### src/rtl/cycle_print_engine.sv
// cycle_print_engine: scans vertex memory for flagged (negative-cycle) vertices
// and prints each predecessor cycle once into the character frame buffer as
// N-digit decimal node ids separated by arrows, clearing flags as it walks.
module cycle_print_engine #(
    parameter int unsigned NODES    = 64,
    parameter int unsigned WEIGHT_W = 16,
    parameter int unsigned DIGITS   = 2,
    parameter int unsigned COLS     = 40,
    parameter int unsigned ROWS     = 30,
    parameter int unsigned CHAR_W   = 6,
    parameter int unsigned CH_BLANK = 10,
    parameter int unsigned CH_ARROW = 37,
    parameter int unsigned CH_ABORT = 38
) (
    input  logic                             clk,
    input  logic                             reset,
    input  logic                             start,
    input  logic [$clog2(NODES)+WEIGHT_W:0]  mem_rdata,
    output logic [$clog2(NODES)-1:0]         mem_addr,
    output logic [$clog2(NODES)+WEIGHT_W:0]  mem_wdata,
    output logic                             mem_we,
    output logic [CHAR_W-1:0]                frame_char,
    output logic [$clog2(COLS)-1:0]          frame_x,
    output logic [$clog2(ROWS)-1:0]          frame_y,
    output logic                             frame_we,
    output logic                             busy,
    output logic                             done,
    output logic [$clog2(NODES):0]           cycles_found
);

    localparam int unsigned NODE_W = $clog2(NODES);
    localparam int unsigned LOW_W  = NODE_W + WEIGHT_W;
    localparam int unsigned XW     = $clog2(COLS);
    localparam int unsigned YW     = $clog2(ROWS);
    localparam int unsigned DI_W   = (DIGITS > 1) ? $clog2(DIGITS) : 1;

    typedef enum logic [3:0] {
        S_IDLE, S_SCAN_RD, S_SCAN_CHK, S_NEWLINE, S_LOAD, S_LATCH,
        S_CONV, S_EMIT, S_CLEAR, S_ARROW, S_ABORT, S_DONE
    } state_t;

    state_t                   state_q, state_d;
    logic [NODE_W-1:0]        v_q, v_d, k_q, k_d, cur_q, cur_d, rem_q, rem_d;
    logic [LOW_W-1:0]         ent_q, ent_d;
    logic [NODE_W:0]          hops_q, hops_d, cnt_q, cnt_d;
    logic [DIGITS-1:0][3:0]   dig_q, dig_d;
    logic [DI_W-1:0]          didx_q, didx_d;
    logic                     seen_q, seen_d;
    logic [XW-1:0]            x_q, x_d;
    logic [YW-1:0]            y_q, y_d;

    logic [NODE_W-1:0]        nxt, rem_n;
    logic [31:0]              pw;
    logic [YW-1:0]            y_inc;
    logic [NODE_W:0]          hops_inc;
    logic                     adv;

    function automatic logic [31:0] pow10(input logic [DI_W-1:0] d);
        logic [31:0] p;
        p = 32'd1;
        for (int unsigned i = 0; i < DIGITS; i++)
            if (i < 32'(d)) p = p * 32'd10;
        return p;
    endfunction

    assign nxt          = ent_q[LOW_W-1 -: NODE_W];
    assign mem_wdata    = {1'b0, ent_q};
    assign frame_x      = x_q;
    assign frame_y      = y_q;
    assign cycles_found = cnt_q;

    // State and datapath registers; reset abandons any scan in progress.
    always_ff @(posedge clk or posedge reset) begin
        if (reset) begin
            state_q <= S_IDLE;
            v_q     <= '0;
            k_q     <= '0;
            cur_q   <= '0;
            rem_q   <= '0;
            ent_q   <= '0;
            hops_q  <= '0;
            cnt_q   <= '0;
            dig_q   <= '0;
            didx_q  <= '0;
            seen_q  <= 1'b0;
            x_q     <= '0;
            y_q     <= YW'(ROWS - 1);
        end else begin
            state_q <= state_d;
            v_q     <= v_d;
            k_q     <= k_d;
            cur_q   <= cur_d;
            rem_q   <= rem_d;
            ent_q   <= ent_d;
            hops_q  <= hops_d;
            cnt_q   <= cnt_d;
            dig_q   <= dig_d;
            didx_q  <= didx_d;
            seen_q  <= seen_d;
            x_q     <= x_d;
            y_q     <= y_d;
        end
    end

    // Next-state, datapath updates and memory/frame strobes.
    always_comb begin
        state_d    = state_q;
        v_d        = v_q;
        k_d        = k_q;
        cur_d      = cur_q;
        rem_d      = rem_q;
        ent_d      = ent_q;
        hops_d     = hops_q;
        cnt_d      = cnt_q;
        dig_d      = dig_q;
        didx_d     = didx_q;
        seen_d     = seen_q;
        x_d        = x_q;
        y_d        = y_q;
        mem_addr   = v_q;
        mem_we     = 1'b0;
        frame_we   = 1'b0;
        frame_char = '0;
        busy       = (state_q != S_IDLE) && (state_q != S_DONE);
        done       = (state_q == S_DONE);
        pw         = pow10(didx_q);
        rem_n      = rem_q;
        y_inc      = (y_q == YW'(ROWS - 1)) ? '0 : y_q + 1'b1;
        hops_inc   = hops_q + 1'b1;
        adv        = 1'b0;

        case (state_q)
            S_IDLE: begin
                if (start) begin
                    v_d     = '0;
                    cnt_d   = '0;
                    state_d = S_SCAN_RD;
                end
            end
            S_SCAN_RD: begin
                mem_addr = v_q;
                state_d  = S_SCAN_CHK;
            end
            S_SCAN_CHK: begin
                if (mem_rdata[LOW_W]) begin
                    k_d     = v_q;
                    cur_d   = v_q;
                    state_d = S_NEWLINE;
                end else begin
                    adv = 1'b1;
                end
            end
            S_NEWLINE: begin
                x_d     = '0;
                y_d     = y_inc;
                hops_d  = '0;
                state_d = S_LOAD;
            end
            S_LOAD: begin
                mem_addr = cur_q;
                state_d  = S_LATCH;
            end
            S_LATCH: begin
                ent_d   = mem_rdata[LOW_W-1:0];
                rem_d   = cur_q;
                dig_d   = '0;
                didx_d  = DI_W'(DIGITS - 1);
                state_d = S_CONV;
            end
            S_CONV: begin
                // Subtract and digit advance share a cycle, so each digit costs
                // max(1, value) cycles and a node never exceeds 9*DIGITS.
                if (32'(rem_q) >= pw) begin
                    rem_n          = rem_q - pw[NODE_W-1:0];
                    dig_d[didx_q]  = dig_q[didx_q] + 4'd1;
                end
                rem_d = rem_n;
                if (32'(rem_n) < pw) begin
                    if (didx_q == '0) begin
                        didx_d  = DI_W'(DIGITS - 1);
                        seen_d  = 1'b0;
                        state_d = S_EMIT;
                    end else begin
                        didx_d = didx_q - 1'b1;
                    end
                end
            end
            S_EMIT: begin
                frame_we = 1'b1;
                if (dig_q[didx_q] != 4'd0 || seen_q || didx_q == '0) begin
                    frame_char = CHAR_W'(dig_q[didx_q]);
                    if (dig_q[didx_q] != 4'd0) seen_d = 1'b1;
                end else begin
                    frame_char = CHAR_W'(CH_BLANK);
                end
                if (didx_q == '0) state_d = S_CLEAR;
                else              didx_d  = didx_q - 1'b1;
            end
            S_CLEAR: begin
                mem_addr = cur_q;
                mem_we   = 1'b1;
                if (nxt == k_q) begin
                    cnt_d = cnt_q + 1'b1;
                    adv   = 1'b1;
                end else begin
                    hops_d  = hops_inc;
                    state_d = (hops_inc == (NODE_W + 1)'(NODES)) ? S_ABORT : S_ARROW;
                end
            end
            S_ARROW: begin
                frame_we   = 1'b1;
                frame_char = CHAR_W'(CH_ARROW);
                cur_d      = nxt;
                state_d    = S_LOAD;
            end
            S_ABORT: begin
                frame_we   = 1'b1;
                frame_char = CHAR_W'(CH_ABORT);
                adv        = 1'b1;
            end
            S_DONE: begin
                state_d = S_IDLE;
            end
            default: state_d = S_IDLE;
        endcase

        if (adv) begin
            if (v_q == NODE_W'(NODES - 1)) begin
                state_d = S_DONE;
            end else begin
                v_d     = v_q + 1'b1;
                state_d = S_SCAN_RD;
            end
        end

        if (frame_we) begin
            if (x_q == XW'(COLS - 1)) begin
                x_d = '0;
                y_d = y_inc;
            end else begin
                x_d = x_q + 1'b1;
            end
        end
    end

endmodule
### config.mk
export PLATFORM = sky130hd
export DESIGN_NAME = cycle_print_engine
export DESIGN_NICKNAME = d
export VERILOG_FILES = /design/src/rtl/cycle_print_engine.sv
export SDC_FILE = /design/constraint.sdc
export NUM_CORES = 1
export LEC_CHECK = 0
export CAP_MARGIN = 10
export CORE_MARGIN = 2
export CORE_UTILIZATION = 35
export CTS_CLUSTER_DIAMETER = 30
export DETAILED_ROUTE_END_ITERATION = 6
export GPL_TIMING_DRIVEN = 0
export SLEW_MARGIN = 40
export SYNTH_ARGS = -nofsm -noshare
export SYNTH_HDL_FRONTEND = slang
export SYNTH_SLANG_ARGS = --single-unit
### constraint.sdc
create_clock -name clk -period 4.57 [get_ports clk]
set_input_delay 0.6855 -clock clk [delete_from_list [all_inputs] [get_ports clk]]
set_output_delay 0.6855 -clock clk [all_outputs]
set_load 0.1 [all_outputs]
==> impl_results.md, run 1 <==
- Status: finished, final reports clean
- Synth top area cells: dfrtp_1 42%, mux2_2 7.1%, nand2_1 5.4%
- CTS-repair resized insts: 0
- Reg2reg path depth: 14
- Slew HR: a little over half
- # port buffers: 80
- Skew-Pair Late Insertion Delay: 0.35 ns
- Min-Delay Path Depth: 1
- CTS tree: built
- Die height: 122 um
- Rows: 43
- Critical Path End Type: flop
- Critical path class: flop to flop
- Top post-synthesis cells by count: 81 x dfrtp_1, 70 x nand2_1, 41 x nor2_1
- Fmax achieved: 0.255 GHz
- Vias per cell: 5.32
- Drt first pass iters: 4
- Syn Inst Count: 512
- Core Region: ~14000 um^2
- Hold Path Class: flop to flop
- Largest net degree at the start of global routing: 55
- First-pass GRT wire length: 20700 um
- DR WL/cell: 16.0 um
- Worst Setup Start Kind: flop
- ANT nets after route: 0
- Final Max Slew Viols: 0
- Max FO, Critical Path: 10
- Initial Utilization: 35.5%
- Worst-margin pin slew: 0.710 ns
- Synthesis Warnings: 0
- Minimum clock period: 3.92 ns
- Crit path arrival time: 4.18 ns
- H-tree levels: 3
- Seq/Total Area, Yosys: between 40% and 50%
- Mean post-synth cell area: 9.54 um^2
- Synthesized area: ~4900 um^2
- Detailed Place HPWL: 9290 um
- Share of layout cells above drive strength 1: 23.0%
- Async SR Flop Fraction: 100%
- Initial antenna violation count: 0
- Post-CTS setup buffer count: 0
- Setup TNS: 0 ns
- Design area: 6020 um^2
- Hold-fix buffers, CTS: 0
- Layout area overhead: 23.2%
- Post-synth EDFFs: 0
- Period utilisation layout: approximately 86%
- Worst-path clk slew: 0.07 ns
- Gpl congestion: roughly 0.87
- Root Driver: clkbuf_16
- DRT iter0 DRCs: ~220
- Grt total ovfl: 0
- Critical Path RT: a little under 5 ns
- Area after DPL: 5680 um^2
- FF+latch count, synth: 85
- Count leader, synth: dfrtp_1
- Total Nets Final: 645
- N_diodes: 0
- Fillers: between 1000 and 1500
- Clock Tree Buf Depth: 2
- Max-cap violation count: 0
- Final hold vios: 0
- DRC violations left: 0
- Top_reg_cell synth: dfrtp_1
- Yosys top cell area share: 41.5%
- RSZ-0062 raised after global routing: false
- Vias in the first global route: 4082
- Die area: around 15000 um^2
- GRT Util Overall: 17.7%
- Clock Skew: approximately 0.0083 ns
- Netlist cell types: 69
- CTS sink count: 85
- Vias post-DR: 4199
- Final wirelength: 12700 um
- # setup viols final: 0
- Area leader, netlist: dfrtp_1
- Num CTS Buffers: 9
- Io pins: 83
- Die X-Extent: 122 um
## layout by cell type, fill, tap and decap left out, types with 17 or more instances in the layout
| cell | instances |
|---|---|
| clkdlybuf4s50_1 | 25 |
| o21ai_0 | 34 |
| nand2_1 | 70 |
| mux2_2 | 31 |
| nor2_1 | 41 |
| buf_2 | 65 |
| nand3_1 | 29 |
| dfrtp_1 | 81 |
| inv_1 | 17 |
## worst paths after layout
check | from | endpoint | slack (ns)
min in group asynchronous | reset | ent_q[4] | 0.68
max reg2reg | didx_q | state_q[2] | 0.65
min reg2reg | hops_q[6] | hops_q[6] | 0.48
max in group asynchronous | reset | frame_y[2] | 3.26
min | hops_q[6] | hops_q[6] | 0.48
max | didx_q | state_q[2] | 0.65
## area by class of cell
class                           instances  area (um^2)  area share (%)
Buffer                                 25          148            2.45
Clock buffer                           12          267            4.43
Clock inverter                          4         76.3            1.27
Inverter                               18         72.6            1.21
Multi-Input combinational cell        385         2540            42.3
Sequential cell                        85         2130            35.4
Tap cell                              180          225            3.74
Timing Repair Buffer                   81          553            9.19
## state kept, by name, indices dropped and copies added (netlist names), 4 cells and up
| register | cells |
|---|---|
| cur_q | 6 |
| cycles_found | 7 |
| dig_q | 8 |
| ent_q | 22 |
| frame_x | 6 |
| frame_y | 5 |
| hops_q | 7 |
| k_q | 6 |
| rem_q | 6 |
| state_q | 4 |
| v_q | 6 |
## per-stage QoR
stage                     util, %  worst slack, ns  hold WS (ns)  cells
after floorplan                 -            0.901         0.445    513
after global placement       42.9            0.208         0.468    773
after detailed placement     41.2            0.655         0.473    774
after CTS                    43.7            0.624         0.485    790
after global routing         43.7            0.414         0.502    790
final                        43.7            0.653         0.483    790
## critical path, cell delays in order, from the launching register on
cell and delay (ns):
dfrtp_1 0.35, buf_2 0.21, inv_1 0.31, ha_1 0.24, inv_1 0.06, fa_1 0.46, o21a_1 0.26, nor4b_4 0.39
buf_4 0.24, o31ai_1 0.12, ha_1 0.33, inv_1 0.08, o311a_1 0.39, o211ai_4 0.13, mux2i_1 0.25
## per-layer routing
| metal | track usage [%] | wire length, um | vias up |
|---|---|---|---|
| met5 | 0 | 0 | - |
| met1 | 23.3 | 5710 | 2043 |
| met2 | 28.6 | 5860 | 122 |
| met3 | 5.29 | 954 | 10 |
| li1 | - | - | 2024 |
| met4 | 4.53 | 133 | 0 |
## cells by family after synthesis
family	synth area share [%]
xor+xnor	3.05
mux	8.79
buf+inv	4.41
compound gates	16.3
other cells	0.0768
flops	43.7
fa+ha+maj	3.74
simple gates	19.9
Power of run 1 is not shown: default switching activity piles up to over one toggle a cycle in this logic, so the estimate is an artifact.
==> run 2, diff against run 1 <==
Settings changed: GPL_ROUTABILITY_DRIVEN set to 0.
==> run 2 against run 1 <==
  * Cell area is 0.89% lower
  * Clock skew is 0.0019 ns lower
  * Critical path depth stayed put
  * Die area stayed put
  * Register-to-register slack better by 0.03 ns
  * Sequential share of layout area is 0.32 points higher
  * Core utilization is 0.39 points lower
  * Worst hold slack better by 0.0055 ns
  * Via count is 0.12% lower
  * Wire length is 3.9% lower
  * Fmax is 0.77% higher
==> impl_results.md, run 2 (synthesized netlist as in run 1, its figures left out) <==
- Max incr delay on CP: 0.45 ns (about the same)
- Root Driver: clkbuf_16
- Most flop-heavy register: ent_q
- ANT nets after route: 0 (unchanged)
- CTS sink count: 85 (unchanged)
- Total Nets Final: 645 (unchanged)
- Most frequent cells in the layout: 81 x dfrtp_1, 70 x nand2_1, 65 x buf_2
- Crit-path most repeated cell: inv_1
- CTS-repair resized insts: 0 (unchanged)
- Design area: 5960 um^2 (-0.89%)
- # setup viols final: 0 (unchanged)
- Worst-path clk slew: 0.06 ns (about the same)
- Critical path class: flop to flop
- Vias in the first global route: 4172 (+2.2%)
- H-tree levels: 3 (unchanged)
- Status: finished, final reports clean
- Post-CTS setup buffer count: 0 (unchanged)
- Worst Setup Start Kind: flop
- Max reg flops: 22 (unchanged)
- Hold-fix buffers, CTS: 0 (unchanged)
- Io pins: 83 (unchanged)
- Num CTS Buffers: 9 (unchanged)
- Crit path arrival time: 4.14 ns (-0.04 ns)
- Grt total ovfl: 0 (unchanged)
- Core Region: 13800 um^2 (unchanged)
- CTS tree: built
- Detailed Place HPWL: 9030 um (-2.9%)
- DR WL/cell: 15.4 um (-3.9%)
- Minimum clock period: 3.89 ns (-0.0298 ns)
- Area after DPL: 5680 um^2 (unchanged)
- DRC violations left: 0 (unchanged)
- Slew HR: 56.1% (+3.6 points)
- Period utilisation layout: 85.1% (-0.65 points)
- Initial antenna violation count: 0 (unchanged)
- RSZ-0062 raised after global routing: false
- Max FO, Critical Path: 10 (unchanged)
- Layout area overhead: 22.1%
- N_diodes: 0 (unchanged)
- Die X-Extent: 122 um (unchanged)
- Commonest non-fill, non-tap cell in the layout: dfrtp_1
- Hold Path Class: flop to flop
- Share of layout cells above drive strength 1: 22.8% (-0.16 points)
- Fmax achieved: 0.257 GHz (+0.77%)
- Die height: 122 um (unchanged)
- Top Family by Delay on Critical Path: adder cells
- Largest net degree at the start of global routing: 52 (-5.5%)
- Vias post-DR: 4194 (-0.12%)
- Critical Path RT: 4.82 ns (-0.02 ns)
- Rows: 43 (unchanged)
- Worst-margin pin slew: 0.656 ns (-0.0537 ns)
- Drt first pass iters: 5 (+1)
- Final hold vios: 0 (unchanged)
- Setup TNS: 0 ns (unchanged)
- Crit path buf inv count: 5 (unchanged)
- Critical Path End Type: flop
- Clock Skew: 0.00638 ns (-0.00194 ns)
- Biggest regs: ent_q (22), dig_q (8)
- CP Cell Sequence: buf_2 -> inv_1 -> ha_1 -> inv_1 -> fa_1 -> o21a_1 -> nor4b_4 -> buf_4 -> o31ai_1 -> ha_1 -> inv_1 -> o311a_1 -> o211ai_4 -> mux2i_1
- Final Max Slew Viols: 0 (unchanged)
- Initial Utilization: 35.5% (unchanged)
- Clock Tree Buf Depth: 2 (unchanged)
- First-pass GRT wire length: 20400 um (-1.4%)
- Final wirelength: 12200 um (-3.9%)
- # port buffers: 80 (unchanged)
- CP max-delay cell: fa_1
- Skew-Pair Late Insertion Delay: 0.34 ns (about the same)
- Die area: 14900 um^2 (unchanged)
- Vias per cell: 5.31 (-0.12%)
- Final Core Density: 43.3% (-0.39 points)
- Max-cap violation count: 0 (unchanged)
- DRT iter0 DRCs: 228 (+1.8%)
- GRT Util Overall: 17.3% (-0.41 points)
[run 2: cell count changes in the layout (fill, tap and decap cells not counted)]
cell	before	now
bufinv_16	2	0
clkinv_2	0	2
clkbuf_1	6	7
clkinv_4	0	1
clkinvlp_4	1	0
inv_6	2	1
[run 2: per-layer routing]
metal | GRT usage, % | part of all wire, % | wire length (um) | up-vias
met5 | 0 | 0 | 0 | -
met4 | 4.67 | 0.81 | 99 | 0
met3 | 4.49 | 5.9 | 723 | 10
met2 | 27.3 | 45 | 5500 | 119
met1 | 23.6 | 48 | 5840 | 2038
li1 | - | - | - | 2027
[run 2: metrics by stage]
stage               std cells  setup WS, ns  hold slack (ns)
floorplan                 513         0.901            0.445
global placement          773         0.227            0.468
detailed placement        774         0.709            0.477
CTS                       790         0.683            0.492
global route              790         0.509            0.510
finish                    790         0.683            0.488
[run 2: worst register-to-register path, cell delays in order (launching register included)]
cell and delay (ns):
dfrtp_1 0.35, buf_2 0.21, inv_1 0.32, ha_1 0.25, inv_1 0.06, fa_1 0.45, o21a_1 0.25, nor4b_4 0.38
buf_4 0.24, o31ai_1 0.12, ha_1 0.33, inv_1 0.08, o311a_1 0.39, o211ai_4 0.14, mux2i_1 0.24
[run 2: layout make-up]
cell class,count,area (um^2)
plain buffers,25,148
well taps,180,225
flip-flops and latches,85,2130
fillers,1408,7810
repair buffers,81,553
multi-input cells,385,2540
clock buffers,13,270
clock inverters,3,18.8
inverters,18,72.6
[run 2: final timing paths]
check,depth (start not counted),to,slack [ns],from
max,14,state_q[2],0.68,didx_q
min,1,hops_q[6],0.49,hops_q[6]
max reg2reg,14,state_q[2],0.68,didx_q
min reg2reg,1,hops_q[6],0.49,hops_q[6]
max in group asynchronous,3,frame_y[4],3.26,reset
min in group asynchronous,2,ent_q[6],0.71,reset
Power of run 2 is left out for the same reason.
